==> src/rtl/multdiv_pkg.sv <==
// Shared definitions for the multiply/divide unit: sequencer states, op codes
// and default iteration counts also used by the datapath.
package multdiv_pkg;

  typedef enum logic [1:0] {
    ST_IDLE = 2'd0,
    ST_LOAD = 2'd1,
    ST_RUN  = 2'd2,
    ST_DONE = 2'd3
  } state_e;

  localparam logic OP_MULT = 1'b0;
  localparam logic OP_DIV  = 1'b1;

  localparam int MULT_STEPS_DEF = 32;
  localparam int DIV_STEPS_DEF  = 34;
  localparam int CNT_W_DEF      = 6;

endpackage

==> src/rtl/step_counter.sv <==
// Saturating iteration counter: counts up while enabled and stops at the
// terminal value, so it can never wrap.
module step_counter #(
  parameter int CNT_W = 6
) (
  input  logic             clock,
  input  logic             reset_n,
  input  logic             clear,
  input  logic             enable,
  input  logic [CNT_W-1:0] term,
  output logic [CNT_W-1:0] count,
  output logic             at_term
);

  assign at_term = (count == term);

  always_ff @(posedge clock or negedge reset_n) begin
    if (!reset_n) begin
      count <= '0;
    end else if (clear) begin
      count <= '0;
    end else if (enable && !at_term) begin
      count <= count + 1'b1;
    end
  end

endmodule

==> src/rtl/multdiv_sequencer.sv <==
// Control sequencer for the multiply/divide unit: handshake in, load pulse,
// per-iteration step enables, and a held result-valid with abort support.
module multdiv_sequencer
  import multdiv_pkg::*;
#(
  parameter int MULT_STEPS = MULT_STEPS_DEF,
  parameter int DIV_STEPS  = DIV_STEPS_DEF,
  parameter int CNT_W      = CNT_W_DEF
) (
  input  logic             clock,
  input  logic             reset_n,
  input  logic             start_i,
  input  logic             op_i,
  input  logic             div_zero_i,
  input  logic             abort_i,
  input  logic             result_ready_i,
  output logic             ready_o,
  output logic             load_o,
  output logic             step_o,
  output logic [CNT_W-1:0] step_count_o,
  output logic             last_step_o,
  output logic             done_o,
  output logic             exception_o,
  output logic             busy_o,
  output logic             op_q_o
);

  localparam logic [CNT_W-1:0] MULT_LAST = CNT_W'(MULT_STEPS - 1);
  localparam logic [CNT_W-1:0] DIV_LAST  = CNT_W'(DIV_STEPS - 1);

  state_e           state_q, state_d;
  logic             op_q, zero_q;
  logic             accept;
  logic [CNT_W-1:0] count, term;
  logic             at_term;

  // Combinational ready lets a consumer accepting a result issue the next op
  // in the same cycle, so DONE turns straight into LOAD.
  assign ready_o = ~abort_i & ((state_q == ST_IDLE) |
                               ((state_q == ST_DONE) & result_ready_i));
  assign accept  = start_i & ready_o;
  assign term    = (op_q == OP_DIV) ? DIV_LAST : MULT_LAST;

  always_comb begin
    state_d = state_q;
    if (abort_i) begin
      state_d = ST_IDLE;
    end else begin
      case (state_q)
        ST_IDLE: if (accept) state_d = ST_LOAD;
        ST_LOAD: state_d = zero_q ? ST_DONE : ST_RUN;
        ST_RUN:  if (at_term) state_d = ST_DONE;
        ST_DONE: begin
          if (accept)              state_d = ST_LOAD;
          else if (result_ready_i) state_d = ST_IDLE;
        end
        default: state_d = ST_IDLE;
      endcase
    end
  end

  always_ff @(posedge clock or negedge reset_n) begin
    if (!reset_n) begin
      state_q <= ST_IDLE;
      op_q    <= OP_MULT;
      zero_q  <= 1'b0;
    end else begin
      state_q <= state_d;
      if (accept) begin
        op_q   <= op_i;
        zero_q <= div_zero_i & (op_i == OP_DIV);
      end
    end
  end

  step_counter #(
    .CNT_W (CNT_W)
  ) u_step_counter (
    .clock   (clock),
    .reset_n (reset_n),
    .clear   ((state_q == ST_IDLE) | (state_q == ST_LOAD)),
    .enable  (state_q == ST_RUN),
    .term    (term),
    .count   (count),
    .at_term (at_term)
  );

  // The register may still hold the previous op's last index in LOAD.
  assign step_count_o = ((state_q == ST_RUN) | (state_q == ST_DONE)) ? count : '0;
  assign load_o       = (state_q == ST_LOAD);
  assign step_o       = (state_q == ST_RUN);
  assign last_step_o  = (state_q == ST_RUN) & at_term;
  assign done_o       = (state_q == ST_DONE);
  assign exception_o  = (state_q == ST_DONE) & zero_q;
  assign busy_o       = (state_q != ST_IDLE);
  assign op_q_o       = op_q;

endmodule

==> config.mk <==
export PLATFORM = sky130hd
export DESIGN_NAME = multdiv_sequencer
export DESIGN_NICKNAME = d
export VERILOG_FILES = /design/src/rtl/multdiv_pkg.sv /design/src/rtl/step_counter.sv /design/src/rtl/multdiv_sequencer.sv
export SDC_FILE = /design/constraint.sdc
export NUM_CORES = 1
export LEC_CHECK = 0
export CAP_MARGIN = 20
export CORE_MARGIN = 1
export CORE_UTILIZATION = 45
export CTS_CLUSTER_DIAMETER = 50
export DETAILED_ROUTE_END_ITERATION = 7
export PLACE_DENSITY = 0.77
export SLEW_MARGIN = 20
export SYNTH_ARGS = -nofsm -noshare
export SYNTH_HDL_FRONTEND = slang
export SYNTH_SLANG_ARGS = --single-unit
==> constraint.sdc <==
create_clock -name clock -period 2.1 [get_ports clock]
set_input_delay 0.525 -clock clock [delete_from_list [all_inputs] [get_ports clock]]
set_output_delay 0.525 -clock clock [all_outputs]
set_load 0.1 [all_outputs]
==> flow_metrics.env, run 1 <==
export IMPL_drt_initial_drc_count=15
export IMPL_violations="setup timing"
export IMPL_r2r_slack_ps=320
export IMPL_ioPinCount=21
export IMPL_insertedDiodeCount=0
export IMPL_multiInputGateArea_um2=543.0
export IMPL_p_per_area_mw_per_mm2=1284
export IMPL_vias_per_cell=5.798
export IMPL_rr_endpoint="state_q[0]"
export IMPL_place_port_buffers=20
export IMPL_critPathMaxFanout=8
export IMPL_drv_slew=0
export IMPL_yosysSeqAreaShare_pct=34.84
export IMPL_rows=14
export IMPL_cpPeakStageDelay_ps=460
export IMPL_fp_coreArea_mm2=0.001506
export IMPL_drv_cap=0
export IMPL_antenna_found_initial=0
export IMPL_htree_levels=1
export IMPL_reg2reg_from="op_q_o"
export IMPL_power_leakage_uw=0.0005076
export IMPL_netlist_area_um2=718.2
export IMPL_nNetsFinal=121
export IMPL_synth_top_family_by_area="simple AND/OR/NAND/NOR gates"
export IMPL_nFillCells=69
export IMPL_outcome="complete, but fails checks"
export IMPL_synthAdderAreaFrac_pct=8.711
export IMPL_r2r_cells=5
export IMPL_grt_start_max_net_pins=11
export IMPL_end_kind="primary output"
export IMPL_antenna_left=0
export IMPL_firstDrtPassIters=4
export IMPL_syn_area_per_cell_um2=9.576
export IMPL_routed_wl_um=2116
export IMPL_area_growth_pct=82.23
export IMPL_initial_core_util_pct=47.67
export IMPL_die_area_mm2=0.001760
export IMPL_start_kind="flip-flop"
export IMPL_holdCritStartpoint="zero_q"
export IMPL_synth_compound_area_share_pct=18.12
export IMPL_synth_xor_area_share_pct=0
export IMPL_hpwl_um=1282
export IMPL_worst_slack_ps=-143.8
export IMPL_hold_path_depth=2
export IMPL_relSlewSlack_pct=68.21
export IMPL_synth_cell_type_count=31
export IMPL_first_global_vias=711
export IMPL_ir_drop_v=0.001450
export IMPL_skew_ps=4.225
export IMPL_power_uw=1680
export IMPL_fp_dieH_um=41.95
export IMPL_cts_buffers=3
export IMPL_grt_pass1_wl_um=3132
export IMPL_vias=719
export IMPL_syn_inst=75
export IMPL_grt_setup_unrepaired="yes"
export IMPL_holdPathEnd="zero_q"
export IMPL_synthSimpleGateAreaFrac_pct=27.87
export IMPL_hp_class="reg -> reg"
export IMPL_worst_pin_slew_ps=475.4
export IMPL_dp_slack_ps=115.7
export IMPL_die_w_um=41.95
export IMPL_fmax_ghz=0.4457
export IMPL_critPathArrivalTime_ps=1720
export IMPL_setup_viol=1
export IMPL_grt_ovfl_total=0
export IMPL_avgRoutedWirePerCell_um=17.06
export IMPL_crit_required_ps=1570
export IMPL_crit_chain="nor4_2 -> nand3_1 -> o21ai_2 -> and3_4 -> buf_12"
export IMPL_cts_root_buf="clkbuf_4"
export IMPL_ys_seq_elements=10
export IMPL_min_period_ps=2244
export IMPL_finalCritPeriodShare_pct=106.8
export IMPL_path_class="reg -> out"
export IMPL_yosysWarnings=0
export IMPL_cts_path_max_buffers=2
export IMPL_path_clk_slew_ps=70
export IMPL_synth_nets=87
export IMPL_clk_latency_ps=280
export IMPL_regArea_um2=259.0
export IMPL_clock_sinks=10
export IMPL_drive_above_1_share_pct=52.78
export IMPL_gp_congestion=0.7577
export IMPL_drcViolationCount=0
export IMPL_cts_tree="done"
export IMPL_synth_mux_area_share_pct=5.749
export IMPL_grt_usage_pct=25.30
export IMPL_hold_viol_final=0
export IMPL_cpMaxStageDelayCell="dfrtp_2"
-- layer usage --
metal / vias to the layer above / GRT usage [%] / routed length [µm]
li1: 341 / - / -
met1: 345 / 27.50 / 827
met2: 23 / 40.94 / 1115
met3: 10 / 6.957 / 68
met4: 0 / 20.00 / 104
met5: - / 0 / 0
-- cell usage in the layout (no fill, tap or decap), types with 2 or more instances in the layout --
cell              n
a21oi_1           4
buf_12           15
buf_4             9
clkbuf_4          3
clkdlybuf4s50_1   6
dfrtp_1           5
dfrtp_2           4
ha_1              3
ha_4              2
inv_1             5
mux2i_1           3
nand2b_1          3
nand3_1           4
nor2_1            2
nor2_4            2
nor2b_4           6
o21ai_0           4
or4_1             2
-- Yosys cell counts --
cell type	instances	area share [%]
mux2_2	1	1.6
o21ai_1	2	1.4
ha_1	5	8.7
and4_1	1	1.2
nor4_2	1	1.7
inv_1	6	3.1
mux2i_1	3	4.2
o211ai_1	1	1.0
nand3_1	4	2.8
and3_1	1	0.87
nor2b_2	1	1.2
o31ai_1	1	1.0
or3b_1	2	2.4
o21ai_4	1	2.3
nor2_1	4	2.1
a221oi_2	1	2.1
nor2b_1	6	5.2
dfrtp_1	10	35
nand4_1	1	0.87
a21oi_1	5	3.5
a31oi_1	1	0.87
or2_2	1	0.87
nand2b_1	3	2.6
and2_1	2	1.7
o21ai_0	4	2.8
a211oi_1	1	1.0
buf_6	1	1.6
nand2_1	1	0.52
and4_4	1	1.6
or4_1	2	2.1
o221ai_2	1	2.1
-- cell type report --
type	count	area share, %
Sequential cell	10	19.79
Multi-Input combinational cell	58	41.49
Inverter	6	1.721
Timing Repair Buffer	30	32.70
Tap cell	16	1.530
Clock buffer	4	2.772
-- logic make-up (layout without fill, tap and decap cells) --
kind of cell	after synthesis	after routing
muxes	4	4
and+or+nand+nor	31	31
adders and majority gates	5	5
DFF	10	10
AOI/OAI and AO/OA	18	18
buffers and inverters	7	40
-- flip-flops by register name, indices dropped and copies added (netlist names) --
register,count
u_step_counter.count,6
op_q_o,1
state_q,2
zero_q,1
-- what timing repair did --
| item | in CTS | in global routing |
|---|---|---|
| gates resized for setup | 1 | 3 |
| hold endpoints to repair | 0 | 0 |
| pin swaps | 3 | 1 |
| hold buffers | 0 | 0 |
| gates cloned | 0 | 0 |
| endpoints found under the setup margin | 7 | 7 |
| buffers inserted | 4 | 5 |
-- stage by stage --
step	util (%)	instance area [µm²]	instances	setup TNS, ps	hold WS [ps]
6_report	86.88	1309	124	-143.8	552.4
5_1_grt	86.88	1309	124	-248.7	596.0
4_1_cts	84.14	1267	119	-81.06	554.2
3_5_place_dp	78.65	1185	111	0	533.0
3_3_place_gp	78.65	1185	111	0	552.3
2_1_floorplan	-	828.3	75	-25.03	229.4
-- how the worst max path moves through the flow --
stage / startpoint / endpoint / slack [ps]
floorplan: state_q[1] / op_q_o / -20
global placement: result_ready_i / ready_o / 140
detailed placement: result_ready_i / ready_o / 120
CTS: op_q_o / last_step_o / -80
global route: u_step_counter.count[3] / last_step_o / -250
finish: u_step_counter.count[3] / last_step_o / -140
-- report_power, final --
group          switching, µW  internal [µW]  total (µW)
combinational            740            464        1200
sequential              55.3            241         296
clock                   73.9            106         179
total                    869            811        1680
-- critical path, delay by kind of cell, from the launching register on --
kind            cells  cell delay, ps
compound gates      1              90
simple gates        3             720
flops               1             460
buf+inv             1             170
(Power assumes the default switching activity.)
==> inputs of run 2 (changes only) <==
- ABC_AREA: not set -> 1
- CORE_UTILIZATION: 45 -> 46
==> run 2 against run 1 <==
Effect of this change: the flow now finishes without violations; sequential share of layout area rose by 0.43 points; power shrank 0.55%; cell count up 13%; combinational power is essentially flat; worst setup slack gained 170 ps; highest routed layer unchanged.
==> flow_metrics.env, run 2 <==
export IMPL_die_w_um=42.77
export IMPL_crit_path_start="state_q[1]"
export IMPL_insertedDiodeCount=0
export IMPL_critPathArrivalTime_ps=1550
export IMPL_clk_latency_ps=280
export IMPL_synth_most_common_cell="nand2_1"
export IMPL_ioPinCount=21
export IMPL_vias_per_cell=5.236
export IMPL_yosysSeqAreaShare_pct=32.73
export IMPL_hpwl_um=1481
export IMPL_largest_reg_flops=6
export IMPL_synth_xor_area_share_pct=4.583
export IMPL_hold_viol_final=0
export IMPL_net_switching_power_uw=953.7
export IMPL_netlist_area_um2=764.5
export IMPL_die_area_mm2=0.001829
export IMPL_fmax_ghz=0.4823
export IMPL_path_clk_slew_ps=70
export IMPL_p_per_area_mw_per_mm2=1337
export IMPL_power_leakage_uw=0.0005439
export IMPL_grt_start_max_net_pins=12
export IMPL_syn_area_per_cell_um2=7.645
export IMPL_grt_pass1_wl_um=3174
export IMPL_drv_cap=0
export IMPL_hp_class="reg -> reg"
export IMPL_synth_nets=112
export IMPL_fp_coreArea_mm2=0.001524
export IMPL_synthAdderAreaFrac_pct=8.183
export IMPL_combPwrFrac_pct=72.8
export IMPL_synth_flop_cell="dfrtp_1"
export IMPL_min_period_ps=2073
export IMPL_async_reset_ff_share_pct=100.0
export IMPL_holdCritStartpoint="zero_q"
export IMPL_antenna_found_initial=0
export IMPL_start_kind="flip-flop"
export IMPL_ys_seq_elements=10
export IMPL_rows=14
export IMPL_initial_core_util_pct=50.16
export IMPL_synth_mux_area_share_pct=1.473
export IMPL_final_core_util_pct=82.02
export IMPL_yosysTopAreaCellShare_pct=32.73
export IMPL_cts_tree="done"
export IMPL_drcViolationCount=0
export IMPL_syn_inst=100
export IMPL_reg2reg_from="state_q[1]"
export IMPL_nFillCells=94
export IMPL_drt_initial_drc_count=14
export IMPL_firstDrtPassIters=4
export IMPL_area_growth_pct=63.50
export IMPL_power_uw=1671
export IMPL_synthTopCellsByCount="nand2_1, inv_1, nor2_1"
export IMPL_grt_ovfl_total=0
export IMPL_nNetsFinal=137
export IMPL_p_int_uw=716.9
export IMPL_fp_dieH_um=42.77
export IMPL_dpl_cell_area_mm2=0.001202
export IMPL_finalCritPeriodShare_pct=98.73
export IMPL_synth_cell_type_count=23
export IMPL_cts_root_buf="clkbuf_4"
export IMPL_stdcell_area_mm2=0.001250
export IMPL_synthSimpleGateAreaFrac_pct=33.06
export IMPL_synth_top_family_by_area="simple AND/OR/NAND/NOR gates"
export IMPL_cts_path_max_buffers=2
export IMPL_first_global_vias=719
export IMPL_outcome="complete, no violations"
export IMPL_grt_usage_pct=23.96
export IMPL_place_port_buffers=20
export IMPL_gp_congestion=0.8698
export IMPL_crit_required_ps=1570
export IMPL_final_common_cell="nand2_1"
export IMPL_drive_above_1_share_pct=40.32
export IMPL_top_regs="u_step_counter.count: 6 flops, state_q: 2 flops"
export IMPL_drv_slew=0
export IMPL_yosysTopAreaCell="dfrtp_1"
export IMPL_p_clk_share_pct=8.7
export IMPL_yosysWarnings=0
export IMPL_path_class="reg -> out"
export IMPL_regMostFlops="u_step_counter.count"
export IMPL_synth_edff_count=0
export IMPL_worst_pin_slew_ps=487.7
export IMPL_synth_compound_area_share_pct=9.984
export IMPL_htree_levels=1
export IMPL_avgRoutedWirePerCell_um=13.26
export IMPL_end_kind="primary output"
export IMPL_antenna_left=0
export IMPL_relSlewSlack_pct=67.39
export IMPL_cts_buffers=3
export IMPL_critPathMaxFanout=5
export IMPL_routed_wl_um=1857
export IMPL_skew_ps=9.493
export IMPL_setup_viol=0
export IMPL_clock_sinks=10
export IMPL_vias=733
export IMPL_grt_setup_unrepaired="yes"
export IMPL_yosys_top_cells_area="dfrtp_1, ha_1, nand2_1"
export IMPL_ir_drop_v=0.0008106
export IMPL_mostFrequentLayoutCells="nand2_1, inv_1, buf_12"
export IMPL_swShare_pct=57.09
export IMPL_seq_power_share_pct=18.5
## run 2: cell count changes after synthesis, moves of 3 or more
cell      previous run  this run
a21oi_1              5         1
nand3_1              4         8
xor2_1               0         4
nor2_1               4        15
nand2_1              1        16
nand2b_1             3         0
mux2i_1              3         0
inv_1                6        15
nand2_2              0         6
o21ai_0              4         1
o21ai_2              0         5
nor2b_1              6         0
## run 2: cell type report
class / count / area (µm²) / share of cell area, %
multi-input combinational: 72 / 533.0 / 42.64
timing repair buffer: 21 / 347.8 / 27.83
sequential: 10 / 252.7 / 20.22
inverter: 17 / 70.07 / 5.606
clock buffer: 4 / 26.28 / 2.102
tap: 16 / 20.02 / 1.602
## run 2: routing by layer
metal	track usage, %	share of wire, %	vias up
li1	-	-	365
met1	29.57	44	339
met2	38.48	50	23
met3	6.383	4.8	6
met4	11.25	1.7	0
met5	0	0	-
## run 2: cell families after synthesis
group                      after synthesis
xor gates and xnor gates                 4
adders and majority gates                5
buffers and inverters                   18
muxes                                    1
DFF                                     10
and+or+nand+nor                         53
AOI/OAI and AO/OA                        9
## run 2: final timing paths
kind / endpoint / slack [ps] / depth (start not counted)
setup reg to reg: u_step_counter.count[2] / 380 / 6
hold / removal: zero_q / 530 / 2
setup / recovery: ready_o / 30 / 5
min in group asynchronous: u_step_counter.count[0] / 570 / 1
max in group asynchronous: state_q[0] / 1160 / 1
hold reg to reg: zero_q / 530 / 2
## run 2: repair_timing
action,4_1_cts,5_1_grt
hold buffers,0,0
resized for setup,0,1
pin swaps,1,0
hold endpoints to repair,0,0
setup buffers,1,0
endpoints found under the setup margin,6,3
## run 2: power groups by stage
stage / Combinational [µW] / Sequential (µW) / Clock, µW
floorplan: 818 / 370 / 0
global placement: 1160 / 306 / 0
detailed placement: 1180 / 312 / 0
CTS: 1220 / 309 / 150
global route: 1280 / 316 / 157
finish: 1220 / 310 / 145
## run 2: worst max-delay path: stages (launching register included)
cell     delay, ps
dfrtp_1        450
inv_1          130
ha_2           260
inv_6           60
a21oi_4        170
buf_12         190
## run 2: through the flow
| stage | hold slack (ps) | instances | setup TNS (ps) | setup WS [ps] |
|---|---|---|---|---|
| after CTS | 539.3 | 140 | 0 | 8.860 |
| after detailed placement | 523.6 | 135 | 0 | 68.06 |
| after floorplan | 229.4 | 100 | -12.54 | -12.54 |
| after global routing | 561.2 | 140 | -10.74 | -10.74 |
| final | 525.9 | 140 | 0 | 26.67 |
| after global placement | 505.8 | 135 | 0 | 87.77 |
==> inputs of run 3 (changes only) <==
- CORE_UTILIZATION: 46 -> 49
- CTS_BUF_LIST: not set -> sky130_fd_sc_hd__clkbuf_4
- PLACE_DENSITY: 0.77 -> 0.81
==> run 3 against run 2 <==
Effect of this change: combinational power grew 5%; clock skew rose by 0.82 ps; die area down 5.8%; register-to-register slack worse by 120 ps; sequential share of layout area shrank 0.44 points; first-iteration DRC count decreased by 21%; via count is 3.7% higher; global-route usage grew 1.2 points.
==> flow_metrics.env, run 3 (synthesis gave the netlist of run 2 again) <==
export IMPL_dp_slack_ps=57.42
export IMPL_nFillCells=54
export IMPL_power_leakage_uw=0.0005599
export IMPL_grt_start_max_net_pins=12
export IMPL_crit_required_ps=1570
export IMPL_antenna_found_initial=0
export IMPL_p_per_area_mw_per_mm2=1374
export IMPL_fp_coreArea_mm2=0.001383
export IMPL_crit_buf_inv=2
export IMPL_first_global_vias=754
export IMPL_ir_drop_v=0.0009791
export IMPL_worst_slack_ps=55.97
export IMPL_insertedDiodeCount=0
export IMPL_start_kind="input port"
export IMPL_outcome="complete, no violations"
export IMPL_fmax_ghz=0.4892
export IMPL_end_kind="primary output"
export IMPL_die_w_um=41.50
export IMPL_hpwl_um=1545
export IMPL_drv_cap=0
export IMPL_multiInputGateArea_um2=543.0
export IMPL_clock_sinks=10
export IMPL_relSlewSlack_pct=67.82
export IMPL_clk_latency_ps=270
export IMPL_firstDrtPassIters=5
export IMPL_grt_ovfl_total=0
export IMPL_routed_wl_um=2302
export IMPL_finalSetupTns_ps=0
export IMPL_ioPinCount=21
export IMPL_critPathTopFamily="buffers and inverters"
export IMPL_worst_pin_slew_ps=481.2
export IMPL_drcViolationCount=0
export IMPL_cts_buffers=3
export IMPL_antenna_left=0
export IMPL_cts_tree="done"
export IMPL_regMostFlops="u_step_counter.count"
export IMPL_skew_ps=10.31
export IMPL_nNetsFinal=139
export IMPL_vias=760
export IMPL_grt_setup_unrepaired="no"
export IMPL_die_area_mm2=0.001722
export IMPL_path_clk_slew_ps=80
export IMPL_critPathArrivalTime_ps=1520
export IMPL_grt_usage_pct=25.18
export IMPL_cts_hold_fix_buffers=0
export IMPL_path_class="in -> out"
export IMPL_crit_chain="clkdlybuf4s50_1 -> nand2_4 -> a21oi_4 -> buf_12"
export IMPL_fp_dieH_um=41.50
export IMPL_cts_path_max_buffers=2
export IMPL_drt_initial_drc_count=11
export IMPL_avgRoutedWirePerCell_um=16.33
export IMPL_grt_pass1_wl_um=3325
export IMPL_initial_core_util_pct=55.29
export IMPL_htree_levels=1
export IMPL_gp_congestion=0.7994
export IMPL_regArea_um2=252.7
export IMPL_min_period_ps=2044
export IMPL_place_port_buffers=20
export IMPL_drive_above_1_share_pct=42.06
export IMPL_stdcell_count=141
export IMPL_rows=13
export IMPL_place_inst=134
export IMPL_hp_class="in -> async"
export IMPL_final_common_cell="nand2_1"
export IMPL_top_regs="u_step_counter.count: 6 flops, state_q: 2 flops"
export IMPL_finalCritPeriodShare_pct=97.33
export IMPL_mostFrequentLayoutCells="nand2_1, inv_1, buf_12"
export IMPL_vias_per_cell=5.390
export IMPL_cpMaxStageDelayCell="clkdlybuf4s50_1"
export IMPL_setup_viol=0
export IMPL_largest_reg_flops=6
export IMPL_area_growth_pct=67.10
export IMPL_cpPeakStageDelay_ps=520
export IMPL_cts_root_buf="clkbuf_4"
export IMPL_critPathMaxFanout=2
export IMPL_drv_slew=0
export IMPL_hold_viol_final=0
-- run 3: worst paths after layout --
check / from / to / slack [ps] / cells past startpoint
max in group asynchronous: reset_n / state_q[0] / 1170 / 1
min in group clock: op_q_o / op_q_o / 570 / 1
max reg2reg: state_q[1] / u_step_counter.count[2] / 260 / 6
max: result_ready_i / ready_o / 60 / 4
min: reset_n / u_step_counter.count[0] / 570 / 1
min reg2reg: op_q_o / op_q_o / 570 / 1
-- run 3: timing repair --
action | CTS | global route
pin swaps | 1 | 0
buffers inserted | 1 | 2
setup endpoints to repair | 6 | 2
resized for setup | 0 | 2
-- run 3: area by class of cell --
cell class,instances,area share (%)
multi-input cells,72,42.51
repair buffers,23,28.40
flip-flops and latches,10,19.78
inverters,17,5.485
clock buffers,4,2.351
well taps,15,1.469
-- run 3: power by group --
part           switching, µW  internal (µW)  leakage (µW)
clock                   71.1           86.4     0.0000184
sequential              68.6            245      0.000131
combinational            857            427      0.000411
-- run 3: per-stage QoR --
stage / hold WS (ps) / cell area [µm²] / util [%] / total power, µW
after global placement: 507.1 / 1201 / 86.88 / 1461
final: 566.6 / 1277 / 92.40 / 1755
after floorplan: 229.4 / 865.8 / - / 1187
after detailed placement: 532.9 / 1201 / 86.88 / 1492
after global routing: 577.9 / 1277 / 92.40 / 1825
after CTS: 550.2 / 1251 / 90.50 / 1687
-- run 3: worst register-to-register path, stage by stage (launching register included) --
cell	delay (ps)
dfrtp_1	460
inv_1	140
ha_1	310
nor2_2	310
nand2_2	250
nand3_1	180
o21ai_2	70
-- run 3: layer usage --
layer	vias to the layer above	part of all wire, %	GRT usage (%)
li1	369	-	-
met1	376	41	28.46
met2	13	56	48.44
met3	2	3.0	6.522
met4	0	0.43	1.935
met5	-	0	0
